$ cat src/rtl/dac_sweep_pkg.sv
// ============================================================================
// Module      : dac_sweep_pkg
// Description : Shared types and default constants for the DAC threshold sweep.
// Revision    : 1.0 - initial release
// ============================================================================
`default_nettype none

package dac_sweep_pkg;

  localparam int STEP_W        = 4;
  localparam int c_DEF_NSTEPS  = 9;
  localparam int c_DEF_SETTLE  = 16;
  localparam int c_DEF_DWELL   = 1024;
  localparam int c_DEF_CW      = 16;

  typedef enum logic [2:0] {
    ST_IDLE   = 3'd0,
    ST_CLR    = 3'd1,
    ST_LOAD   = 3'd2,
    ST_SETTLE = 3'd3,
    ST_MEAS   = 3'd4,
    ST_REPORT = 3'd5,
    ST_DONE   = 3'd6
  } state_t;

endpackage

`default_nettype wire

$ cat src/rtl/dac_sweep_ctrl_if.sv
// ============================================================================
// Module      : dac_sweep_ctrl_if
// Description : Result valid/ready channel from the sweep sequencer to readout.
// Revision    : 1.0 - initial release
// ============================================================================
`default_nettype none

interface dac_sweep_ctrl_if #(
  parameter int CW = 16
);
  import dac_sweep_pkg::*;

  logic              res_valid;
  logic              res_ready;
  logic [STEP_W-1:0] res_step;
  logic [CW-1:0]     res_count;

  modport master (output res_valid, output res_step, output res_count, input res_ready);
  modport slave  (input res_valid, input res_step, input res_count, output res_ready);

endinterface

`default_nettype wire

$ cat src/rtl/dac_sweep_ctrl_hit_edge_counter.sv
// ============================================================================
// Module      : hit_edge_counter
// Description : Rising-edge detector on hit_in feeding a saturating counter.
// Revision    : 1.0 - initial release
// ============================================================================
`default_nettype none

module hit_edge_counter #(
  parameter int CW = 16
) (
  input  wire logic          Clk,
  input  wire logic          resn,
  input  wire logic          hit_in,
  input  wire logic          clr,
  input  wire logic          en,
  output logic [CW-1:0]      count
);

  localparam logic [CW-1:0] c_MAX = '1;

  logic          r_hit_d;
  logic [CW-1:0] r_count;
  logic          w_edge;

  assign w_edge = hit_in & ~r_hit_d;

  // The delayed copy runs in every state so a level already high at window
  // entry does not register as a fresh edge.
  always_ff @(posedge Clk) begin
    if (!resn) begin
      r_hit_d <= 1'b0;
      r_count <= '0;
    end else begin
      r_hit_d <= hit_in;
      if (clr) begin
        r_count <= '0;
      end else if (en && w_edge && (r_count != c_MAX)) begin
        r_count <= r_count + 1'b1;
      end
    end
  end

  assign count = r_count;

endmodule

`default_nettype wire

$ cat src/rtl/dac_sweep_ctrl.sv
// ============================================================================
// Module      : dac_sweep_ctrl
// Description : DAC threshold sweep sequencer for TDC calibration; optional
//               continuous looping enabled by DACSWEEP_LOOP_EN.
// Revision    : 1.0 - initial release
// ============================================================================
`default_nettype none

module dac_sweep_ctrl
  import dac_sweep_pkg::*;
#(
  parameter int NSTEPS = c_DEF_NSTEPS,
  parameter int SETTLE = c_DEF_SETTLE,
  parameter int DWELL  = c_DEF_DWELL,
  parameter int CW     = c_DEF_CW
) (
  input  wire logic        Clk,
  input  wire logic        resn,
  input  wire logic        start,
  input  wire logic        abort,
  input  wire logic        hit_in,
  output logic             resdac,
  output logic             loaddac,
  output logic             sel_dac,
  output logic             busy,
  output logic             done,
  dac_sweep_ctrl_if.master res_if
);

  localparam int                c_TMAX      = (SETTLE > DWELL) ? SETTLE : DWELL;
  localparam int                TW          = $clog2(c_TMAX + 1);
  localparam logic [TW-1:0]     c_SETTLE_LD = TW'(SETTLE - 1);
  localparam logic [TW-1:0]     c_DWELL_LD  = TW'(DWELL - 1);
  localparam logic [STEP_W-1:0] c_LAST      = STEP_W'(NSTEPS);

  state_t            r_state;
  state_t            w_next;
  logic [TW-1:0]     r_timer;
  logic [STEP_W-1:0] r_step;
  logic              w_res_valid;
  logic [CW-1:0]     w_count;

  always_ff @(posedge Clk) begin
    if (!resn) begin
      r_state <= ST_IDLE;
      r_timer <= '0;
      r_step  <= '0;
    end else begin
      r_state <= w_next;
      case (r_state)
        ST_CLR:    r_step <= '0;
        ST_LOAD: begin
          r_step  <= r_step + 1'b1;
          r_timer <= c_SETTLE_LD;
        end
        // Timer is reused: the settle expiry reloads it for the dwell window.
        ST_SETTLE: r_timer <= (r_timer == '0) ? c_DWELL_LD : r_timer - 1'b1;
        ST_MEAS:   if (r_timer != '0) r_timer <= r_timer - 1'b1;
        default:   ;
      endcase
    end
  end

  always_comb begin
    w_next      = r_state;
    resdac      = 1'b0;
    loaddac     = 1'b0;
    done        = 1'b0;
    sel_dac     = 1'b1;
    busy        = 1'b1;
    w_res_valid = 1'b0;
    case (r_state)
      ST_IDLE: begin
        busy = 1'b0;
        if (start) w_next = ST_CLR;
      end
      ST_CLR: begin
        resdac = 1'b1;
        w_next = ST_LOAD;
      end
      ST_LOAD: begin
        loaddac = 1'b1;
        w_next  = ST_SETTLE;
      end
      ST_SETTLE: begin
        if (r_timer == '0) w_next = ST_MEAS;
      end
      ST_MEAS: begin
        sel_dac = 1'b0;
        if (r_timer == '0) w_next = ST_REPORT;
      end
      ST_REPORT: begin
        sel_dac     = 1'b0;
        w_res_valid = 1'b1;
        if (res_if.res_ready) w_next = (r_step < c_LAST) ? ST_LOAD : ST_DONE;
      end
      ST_DONE: begin
        done = 1'b1;
`ifdef DACSWEEP_LOOP_EN
        w_next = ST_CLR;
`else
        w_next = ST_IDLE;
`endif
      end
      default: w_next = ST_IDLE;
    endcase
    // Abort overrides every transition and suppresses this cycle's pulses.
    if (abort && (r_state != ST_IDLE)) begin
      w_next  = ST_IDLE;
      resdac  = 1'b0;
      loaddac = 1'b0;
      done    = 1'b0;
    end
  end

  hit_edge_counter #(.CW(CW)) u_hit_cnt (
    .Clk    (Clk),
    .resn   (resn),
    .hit_in (hit_in),
    .clr    (r_state == ST_LOAD),
    .en     (r_state == ST_MEAS),
    .count  (w_count)
  );

  assign res_if.res_valid = w_res_valid;
  assign res_if.res_step  = r_step;
  assign res_if.res_count = w_count;

endmodule

`default_nettype wire

$ cat src/flat_wrapper.sv
// flat-port wrapper written by rule: the top's interface ports become plain ports
module dac_sweep_ctrl_flat import dac_sweep_pkg::*;
#(
  parameter int NSTEPS = c_DEF_NSTEPS,
  parameter int SETTLE = c_DEF_SETTLE,
  parameter int DWELL  = c_DEF_DWELL,
  parameter int CW     = c_DEF_CW
)
  (Clk, resn, start, abort, hit_in, resdac, loaddac, sel_dac, busy, done, res_if_res_valid, res_if_res_step, res_if_res_count, res_if_res_ready);
  dac_sweep_ctrl_if #(.CW(CW)) res_if_i ();
  input  wire logic Clk;
  input  wire logic resn;
  input  wire logic start;
  input  wire logic abort;
  input  wire logic hit_in;
  output logic resdac;
  output logic loaddac;
  output logic sel_dac;
  output logic busy;
  output logic done;
  output wire logic [$bits(res_if_i.res_valid)-1:0] res_if_res_valid;
  output wire logic [$bits(res_if_i.res_step)-1:0] res_if_res_step;
  output wire logic [$bits(res_if_i.res_count)-1:0] res_if_res_count;
  input wire logic [$bits(res_if_i.res_ready)-1:0] res_if_res_ready;
  assign res_if_res_valid = res_if_i.res_valid;
  assign res_if_res_step = res_if_i.res_step;
  assign res_if_res_count = res_if_i.res_count;
  assign res_if_i.res_ready = res_if_res_ready;
  dac_sweep_ctrl #(.NSTEPS(NSTEPS), .SETTLE(SETTLE), .DWELL(DWELL), .CW(CW)) u_core (.Clk(Clk), .resn(resn), .start(start), .abort(abort), .hit_in(hit_in), .resdac(resdac), .loaddac(loaddac), .sel_dac(sel_dac), .busy(busy), .done(done), .res_if(res_if_i));
endmodule
$ cat config.mk
export PLATFORM = sky130hd
export DESIGN_NAME = dac_sweep_ctrl_flat
export DESIGN_NICKNAME = d
export VERILOG_FILES = /design/src/rtl/dac_sweep_pkg.sv /design/src/rtl/dac_sweep_ctrl_if.sv /design/src/rtl/dac_sweep_ctrl_hit_edge_counter.sv /design/src/rtl/dac_sweep_ctrl.sv /design/src/flat_wrapper.sv
export SDC_FILE = /design/constraint.sdc
export NUM_CORES = 1
export LEC_CHECK = 0
export ABC_AREA = 1
export BUFFER_PORTS_ARGS = -buffer_cell sky130_fd_sc_hd__buf_2
export CAP_MARGIN = 20
export CORE_MARGIN = 2
export CORE_UTILIZATION = 45
export DETAILED_ROUTE_END_ITERATION = 10
export PLACE_DENSITY = 0.73
export SLEW_MARGIN = 20
export SYNTH_ARGS = -nofsm -noshare
export SYNTH_HDL_FRONTEND = slang
export SYNTH_HIERARCHICAL = 1
export SYNTH_SLANG_ARGS = --single-unit
$ cat constraint.sdc
create_clock -name Clk -period 1.3 [get_ports Clk]
set_input_delay 0.26 -clock Clk [delete_from_list [all_inputs] [get_ports Clk]]
set_output_delay 0.26 -clock Clk [all_outputs]
set_load 0.02 [all_outputs]
== Word level (Yosys, flattened, before mapping) ==
Cells that the tools add are included.

* $add $sub $neg: 3
* Magnitude comparators: 1
* Eq/ne operators: 12
* Multiplexer cells: 19
* Bitwise logic cells: 3
* Reduce and logical (&&, ||, !) cells: 14

{| class="wikitable"
|+ Operators by type and width
! operator !! count
|-
| $pmux W11 S3 || 1
|-
| $mux W11 || 2
|-
| $pmux W3 S6 || 1
|-
| $add A16 B1 Y16 const B || 1
|-
| $ne A16 B16 Y1 const B || 1
|-
| $mux W3 || 5
|-
| $logic_not A11 Y1 || 1
|-
| $reduce_bool A11 Y1 || 1
|-
| $sub A11 B1 Y11 const B || 1
|-
| $eq A3 B3 Y1 const B || 3
|-
| $mux W1 || 9
|-
| $pmux W4 S2 || 1
|-
| $eq A3 B2 Y1 const B || 2
|-
| $ne A2 B1 Y1 const B || 3
|-
| $reduce_bool A3 Y1 || 2
|-
| $reduce_or A2 Y1 || 3
|-
| $add A4 B1 Y4 const B || 1
|-
| $lt A4 B4 Y1 const B || 1
|-
| $ne A2 B2 Y1 const B || 2
|-
| $reduce_and A4 Y1 || 1
|-
| $eq A3 B1 Y1 const B || 1
|-
| $logic_and A1 B1 Y1 || 3
|-
| $logic_not A3 Y1 || 1
|-
| $not A1 Y1 || 2
|-
| 3 further kinds || 3
|}

* Register bits after elaboration: 35
* Input bits: 6

== Logic depth before layout (Yosys ltp) ==
Gate-level depths: netlist (run 1).

* Depth in word-level cells: 4
* Depth in mapped cells: 11

== Hierarchy ==
Netlist (run 1), hierarchy kept.

{| class="wikitable"
|+ Modules (own cells, without submodules)
! module !! instances !! cells an instance !! area an instance (µm²) !! sequential area each (µm²)
|-
| dac_sweep_ctrl || 1 || 195 || 1,228.7 || 360.3
|-
| hit_edge_counter || 1 || 163 || 954.7 || 340.3
|}

== Worst setup path after synthesis (run 1) ==
OpenSTA, ideal clock, no wires.

* Path kind: reg2out
* Start point: register u_core.r_state[2]
* End point: output done
* Data arrival time: 1,194 ps
* Required time: 1,040 ps
* Setup slack: -154 ps
* Cell stages (with the launch flop): 3
* Buffers on the path: 0
* Path through: dfxtp_1 inv_2 nor4_1

* Word-level cells in the longest chain between the ends: 3
* Elaborated cells between the ends (all ways): 5

{| class="wikitable"
|+ Ends and longest elaborated chain
! item !! RTL line !! RTL
|-
| start, declared || dac_sweep_ctrl.sv:36 || <nowiki>state_t r_state;</nowiki>
|-
| start signal, assigned || dac_sweep_ctrl.sv:49 || <nowiki>r_state <= w_next;</nowiki>
|-
| $eq A3 B3 Y1 / $reduce_bool A3 Y1 (equally long branches) || dac_sweep_ctrl.sv:72, dac_sweep_ctrl.sv:108 ||
|-
| $mux W1 / $logic_and A1 B1 Y1 (equally long branches) || dac_sweep_ctrl.sv:72, dac_sweep_ctrl.sv:108 ||
|-
| $mux W1 (*) || dac_sweep_ctrl.sv:108 || <nowiki>if (abort && (r_state != ST_IDLE)) begin</nowiki>
|-
| end, declared || flat_wrapper.sv:20 || <nowiki>output logic done;</nowiki>
|}

Every way passes the cells marked *; elsewhere a longest branch is shown, timed or not.

== Worst setup path after layout (run 1) ==
* Start point: register u_core.r_state[0]
* End point: register u_core.u_hit_cnt.r_count[14], in the netlist u_core/u_hit_cnt/count[14]

* Word-level cells in the longest chain between the ends: 3
* Elaborated cells between the ends (all ways): 5

{| class="wikitable"
|+ Ends and longest elaborated chain
! item !! RTL line !! RTL
|-
| $eq A3 B3 Y1 || dac_sweep_ctrl.sv:121 || <nowiki>.en (r_state == ST_MEAS),</nowiki>
|-
| $logic_and A1 B1 Y1 (2 in a row) || dac_sweep_ctrl_hit_edge_counter.sv:37 || <nowiki>end else if (en && w_edge && (r_count != c_MAX)) begin</nowiki>
|-
| end signal, assigned || dac_sweep_ctrl_hit_edge_counter.sv:38 || <nowiki>r_count <= r_count + 1'b1;</nowiki>
|-
| end, declared || dac_sweep_ctrl_hit_edge_counter.sv:22 || <nowiki>logic [CW-1:0] r_count;</nowiki>
|}

Several ways; a longest one is shown, not always the timed one.
A chain may end at the register's enable or synchronous reset.

==> flow_summary.ini, run 1 <==
[place]
io_buffers = 31
postPlaceCellArea_mm2 = 0.002865
routabilityCongestion = 0.9036
dp_cells = 495
place_hpwl_um = 4079

[cells_and_area]
fin_cells = 519
fill_cells = 291
syn_to_final_growth_pct = 66.82
fin_nets = 475
seq_area_um2 = 724.4
final_common_cell = nand2_1
num_antenna_cells = 0
layout_common_cells = nand2_1, buf_4, nor2_1
drive_above_1_share_pct = 51.40
multiInputGateArea_mm2 = 0.001762
utilization_pct = 77.63
stdcell_area_mm2 = 0.003642

[logic_synthesis]
yosys.area.top_type = dfxtp_1
syn_avg_cell_area_um2 = 6.099
syn_inst = 358
synth_area_leaders = dfxtp_1, nand2_1, nor2_1
ys_warn_count = 6
yosysSeqAreaShare_pct = 32.09
ys_ff_latch = 35
syn-cell-area_mm2 = 0.002183
syn_nets = 369
synthDominantCellAreaShare_pct = 32.09
yosysUniqueCellTypes = 26

[floorplanning]
core_area_mm2 = 0.004692
fp.dieArea_mm2 = 0.005425
fp-row-count = 25
ios = 32
die_x_um = 73.66
die_y_um = 73.66
start_util_pct = 46.53

[detailed_routing]
first_pass_iters = 5
avgRoutedWirePerCell_um = 14.36
vias = 2800
first_iter_violations = 146
drc = 0
wl_um = 7455
viasPerCell = 5.395
final_antenna_net_count = 0

[sta]
rsz0062_at_grt = true
slew_viol_final = 0
hold_slack_ns = 0.2472
worstMarginPinSlew_ns = 0.2995
relSlewSlack_pct = 79.96
clock_skew_ns = 0.007585
finalWorstSetupSlack_ns = -0.2084
fmax_mhz = 663.0
finalHoldViolations = 0
finalCritPeriodShare_pct = 116.0
fin_crit_ns = 1.508
setup-violations-final = 37

[global_route]
grt-ovfl-total = 0
grt_usage_pct = 23.03
first_global_vias = 2294
antenna_found_initial = 0
grt_first_pass_wirelength_um = 9860
grt_max_degree = 12

[worst_setup_path]
cp-end-kind = flop
critPathMaxStageDelay_ns = 0.36
cp_data_required_time_ns = 1.48
critPathArrivalTime_ns = 1.69
slowest_stage = dfxtp_4
worstPathCellList = inv_4 > nand3_4 > inv_4 > nand2_4 > nor2_4 > buf_6 > nand3_4 > nor2_4 > nand3_2 > nand2_1 > nor2_1
worstPathMaxFanout = 4
path_class = flop to flop
worstSetupStartpointType = flop

[clock_tree]
worstSkewPairLatency_ns = 0.29
cts_sinks = 35
cts_tree = yes
numCtsBuffers = 5
htreeDepth = 2
cts_root_buf = clkbuf_8
clockBufferDepth = 2
cts_hold_buf = 0
path_clk_slew_ns = 0.08

[power_and_ir_drop]
p_leak_nw = 1.704
peakVddDrop_v = 0.001339
fin_total_pwr_mw = 5.826
powerDensity_mw_per_mm2 = 1600

[worst_hold_path]
hold_path.class = primary input to flop

[outcome]
violations = setup timing
status = complete, but fails checks

[flow_run]
maxCapViolCount = 0
## sequential cells by signal (all words and copies together), names as in the netlist
name                      count
u_core/r_timer               11
u_core/u_hit_cnt/count       16
u_core/res_if.res_step        4
u_core/u_hit_cnt/r_hit_d      1
u_core/r_state                3
## layer usage
layer / global-route usage, % / share of wire (%) / vias to the layer above
li1: - / - / 1328
met1: 29.46 / 40 / 1284
met2: 38.69 / 50 / 148
met3: 4.252 / 6.7 / 40
met4: 7.879 / 3.8 / 0
met5: 0 / 0 / -
## worst paths after layout
kind	endpoint	start	slack (ns)	depth (start not counted)
setup / recovery	u_core/u_hit_cnt/count[14]	u_core/r_state[0]	-0.21	11
setup reg to reg	u_core/u_hit_cnt/count[14]	u_core/r_state[0]	-0.21	11
hold reg to reg	u_core/res_if.res_step[2]	u_core/res_if.res_step[2]	0.52	1
hold / removal	u_core/u_hit_cnt/r_hit_d	hit_in	0.25	3
## logic make-up after synthesis
kind of cell               count (synthesis)  synth area share [%]
DFF                                       35                 32.09
and+or+nand+nor                          226                 46.53
adders and majority gates                  5                 2.865
buffers and inverters                     57                 9.971
AOI/OAI and AO/OA                         35                 8.538
## stage by stage
stage                     TNS, ns  setup WS [ns]
after floorplan           -0.1438       -0.06082
after global placement    -0.6589        -0.1335
after detailed placement   -1.127        -0.1312
after CTS                  -1.569        -0.1844
after global routing       -7.011        -0.3010
final                      -4.693        -0.2084
## cells in the mapped netlist
master / instances
nand4_1: 3
buf_2: 1
nand2_2: 4
nand3_2: 3
a211oi_1: 2
dfxtp_1: 35
nand2_1: 98
ha_1: 5
clkinv_1: 1
o211ai_1: 1
a21oi_1: 17
inv_2: 13
nand3_4: 2
nor4_1: 2
nor2_2: 4
nor3_1: 1
nand3_1: 27
nor2_1: 76
o21ai_2: 1
inv_4: 1
o21ai_0: 11
inv_1: 41
nor2_4: 3
o21ai_1: 3
nand2_4: 2
nand2_8: 1
## critical path: cells and delay by family, from the launching register on
family	cells	cell delay [ns]
and+or+nand+nor	8	0.74
DFF	1	0.36
buffers and inverters	3	0.30
## layout make-up
cell class	count	share of cell area, %
multi-input combinational	267	48.37
timing repair buffer	99	20.71
sequential	35	19.89
inverter	56	6.664
clock buffer	7	2.370
tap	54	1.855
clock inverter	1	0.1374
## power by group
part | internal, mW | switching, mW
Clock | 0.428 | 0.396
Combinational | 1.54 | 2.10
Sequential | 1.23 | 0.130
## repair_timing
action	in CTS	in global routing
buffers inserted	7	8
gates cloned	1	1
gates resized for setup	67	90
pin swaps	36	34
setup endpoints to repair	37	38
(Power assumes the default switching activity.)
==> inputs of run 2 (changes only) <==
--- a/config.mk
+++ b/config.mk
@@ -11,7 +11,7 @@
 export CORE_MARGIN = 2
 export CORE_UTILIZATION = 45
 export DETAILED_ROUTE_END_ITERATION = 10
-export PLACE_DENSITY = 0.73
+export PLACE_DENSITY_LB_ADDON = 0.1
 export SLEW_MARGIN = 20
 export SYNTH_ARGS = -nofsm -noshare
 export SYNTH_HDL_FRONTEND = slang
==> constraint.sdc (replaced) <==
create_clock -name Clk -period 1.3 [get_ports Clk]
set_input_delay 0.26 -clock Clk [delete_from_list [all_inputs] [get_ports Clk]]
set_output_delay 0.26 -clock Clk [all_outputs]
set_load 0.01 [all_outputs]
==> flow_summary.ini, run 2 (same netlist as run 1, synthesis figures left out) <==
[place]
dp_cells = 495
place_hpwl_um = 4242
routabilityCongestion = 0.9063
io_buffers = 31

[outcome]
status = complete, but fails checks
violations = setup timing

[clock_tree]
htreeDepth = 2
clockBufferDepth = 2
cts_hold_buf = 0
worstSkewPairLatency_ns = 0.29
cts_root_buf = clkbuf_8
numCtsBuffers = 5
cts_sinks = 35
path_clk_slew_ns = 0.07
cts_tree = yes

[power_and_ir_drop]
peakVddDrop_v = 0.001201
p_leak_nw = 1.652
comb_power_share_pct = 58.3
powerDensity_mw_per_mm2 = 1722
p_int_mw = 3.450
fin_total_pwr_mw = 5.970
total_switching_power_mw = 2.520
switching_share_pct = 42.21
power_frac_seq_pct = 23.0
power_frac_clock_pct = 18.6

[detailed_routing]
wl_um = 6622
first_pass_iters = 4
final_antenna_net_count = 0
vias = 2604
avgRoutedWirePerCell_um = 12.78
drc = 0
first_iter_violations = 142
viasPerCell = 5.027

[floorplanning]
ios = 32
die_y_um = 73.66
fp-row-count = 25
start_util_pct = 46.53
fp.dieArea_mm2 = 0.005425
core_area_mm2 = 0.004692
die_x_um = 73.66

[global_route]
grt_max_degree = 12
antenna_found_initial = 0
first_global_vias = 2292
grt_usage_pct = 24.90
grt_first_pass_wirelength_um = 10560
grt-ovfl-total = 0

[worst_setup_path]
critPathArrivalTime_ns = 1.21
reg2reg_to = u_core/u_hit_cnt/count[5]
cp_data_required_time_ns = 1.04
rrSetupSlack_ns = -0.12
path_class = flop to output port
r2r-start = u_core/r_state[0]
cp-end-kind = output port
worstPathMaxFanout = 6
r2r_cells = 11
worstSetupStartpointType = flop

[sta]
clock_skew_ns = 0.002578
finalWorstSetupSlack_ns = -0.1658
setup-violations-final = 34
rsz0062_at_grt = true
finalHoldViolations = 0
slew_viol_final = 0
fmax_mhz = 682.2
fin_crit_ns = 1.466
finalCritPeriodShare_pct = 112.8
worstMarginPinSlew_ns = 0.2487
relSlewSlack_pct = 83.36

[cells_and_area]
fin_nets = 474
final_common_cell = nand2_1
syn_to_final_growth_pct = 58.80
largest_reg_flops = 16
layout_common_cells = nand2_1, buf_4, nor2_1
num_antenna_cells = 0
fin_cells = 518
drive_above_1_share_pct = 47.84

[worst_hold_path]
hold_path.class = primary input to flop
min_to = u_core/u_hit_cnt/r_hit_d
worstHoldStart = hit_in
min_delay_path_depth = 3

[flow_run]
maxCapViolCount = 0
[run 2: cell count changes in the layout (fill, tap and decap cells not counted), sizes merged]
| cell | change |
|---|---|
| buf | -1 |
| bufinv | +1 |
| clkinv | -2 |
| inv | +1 |
[run 2: area by class of cell]
cell class,instances,area [µm²]
fillers,386,1225
multi-input cells,267,1602
inverters,56,230.2
clock inverters,1,30.03
repair buffers,98,711.9
well taps,54,67.56
clock buffers,7,97.59
flip-flops and latches,35,728.2
[run 2: per-stage QoR]
step,setup WS [ns],setup TNS [ns],area (µm²),hold slack (ns),utilization [%]
2_1_floorplan,-0.05752,-0.1150,2232,0.3535,-
3_3_place_gp,-0.07390,-0.7486,2848,0.4793,60.69
3_5_place_dp,-0.1088,-1.322,2848,0.4778,60.69
4_1_cts,-0.1593,-1.105,3269,0.2109,69.68
5_1_grt,-0.2185,-4.897,3467,0.2283,73.89
6_report,-0.1658,-2.049,3467,0.2315,73.89
[run 2: metal layers]
metal	wire length [µm]	GRT usage [%]	part of all wire (%)	vias up
met4	109	6.869	1.6	0
met3	212	4.252	3.2	14
met2	3293	40.28	50	50
li1	-	-	-	1329
met1	3007	34.12	45	1211
met5	0	0	0	-
[run 2: power by group through the flow]
stage	clock [mW]	combinational [mW]	sequential, mW
3_5_place_dp	0	2.55	1.35
6_report	1.11	3.48	1.38
2_1_floorplan	0	1.69	1.39
5_1_grt	1.19	3.77	1.39
4_1_cts	1.13	2.96	1.35
3_3_place_gp	0	2.50	1.35
[run 2: worst max-delay path by stage]
stage | startpoint | slack [ns] | end
after floorplan | u_core/r_state[0] | -0.06 | u_core/u_hit_cnt/count[15]
after global routing | u_core/r_state[0] | -0.22 | u_core/u_hit_cnt/count[5]
after detailed placement | u_core/r_state[0] | -0.11 | u_core/u_hit_cnt/count[15]
after CTS | u_core/r_state[0] | -0.16 | loaddac
final | u_core/r_state[0] | -0.17 | done
after global placement | u_core/r_timer[0] | -0.07 | u_core/r_state[1]
[run 2: timing repair]
item	4_1_cts	5_1_grt
cloned	2	0
pin swaps	29	16
setup buffers	10	4
setup endpoints to repair	34	38
gates resized for setup	72	45
[run 2: critical path, cell delays in order (launching register included)]
cell and delay, ns:
dfxtp_4 0.36, buf_6 0.14, nor4_4 0.26, buf_2 0.17
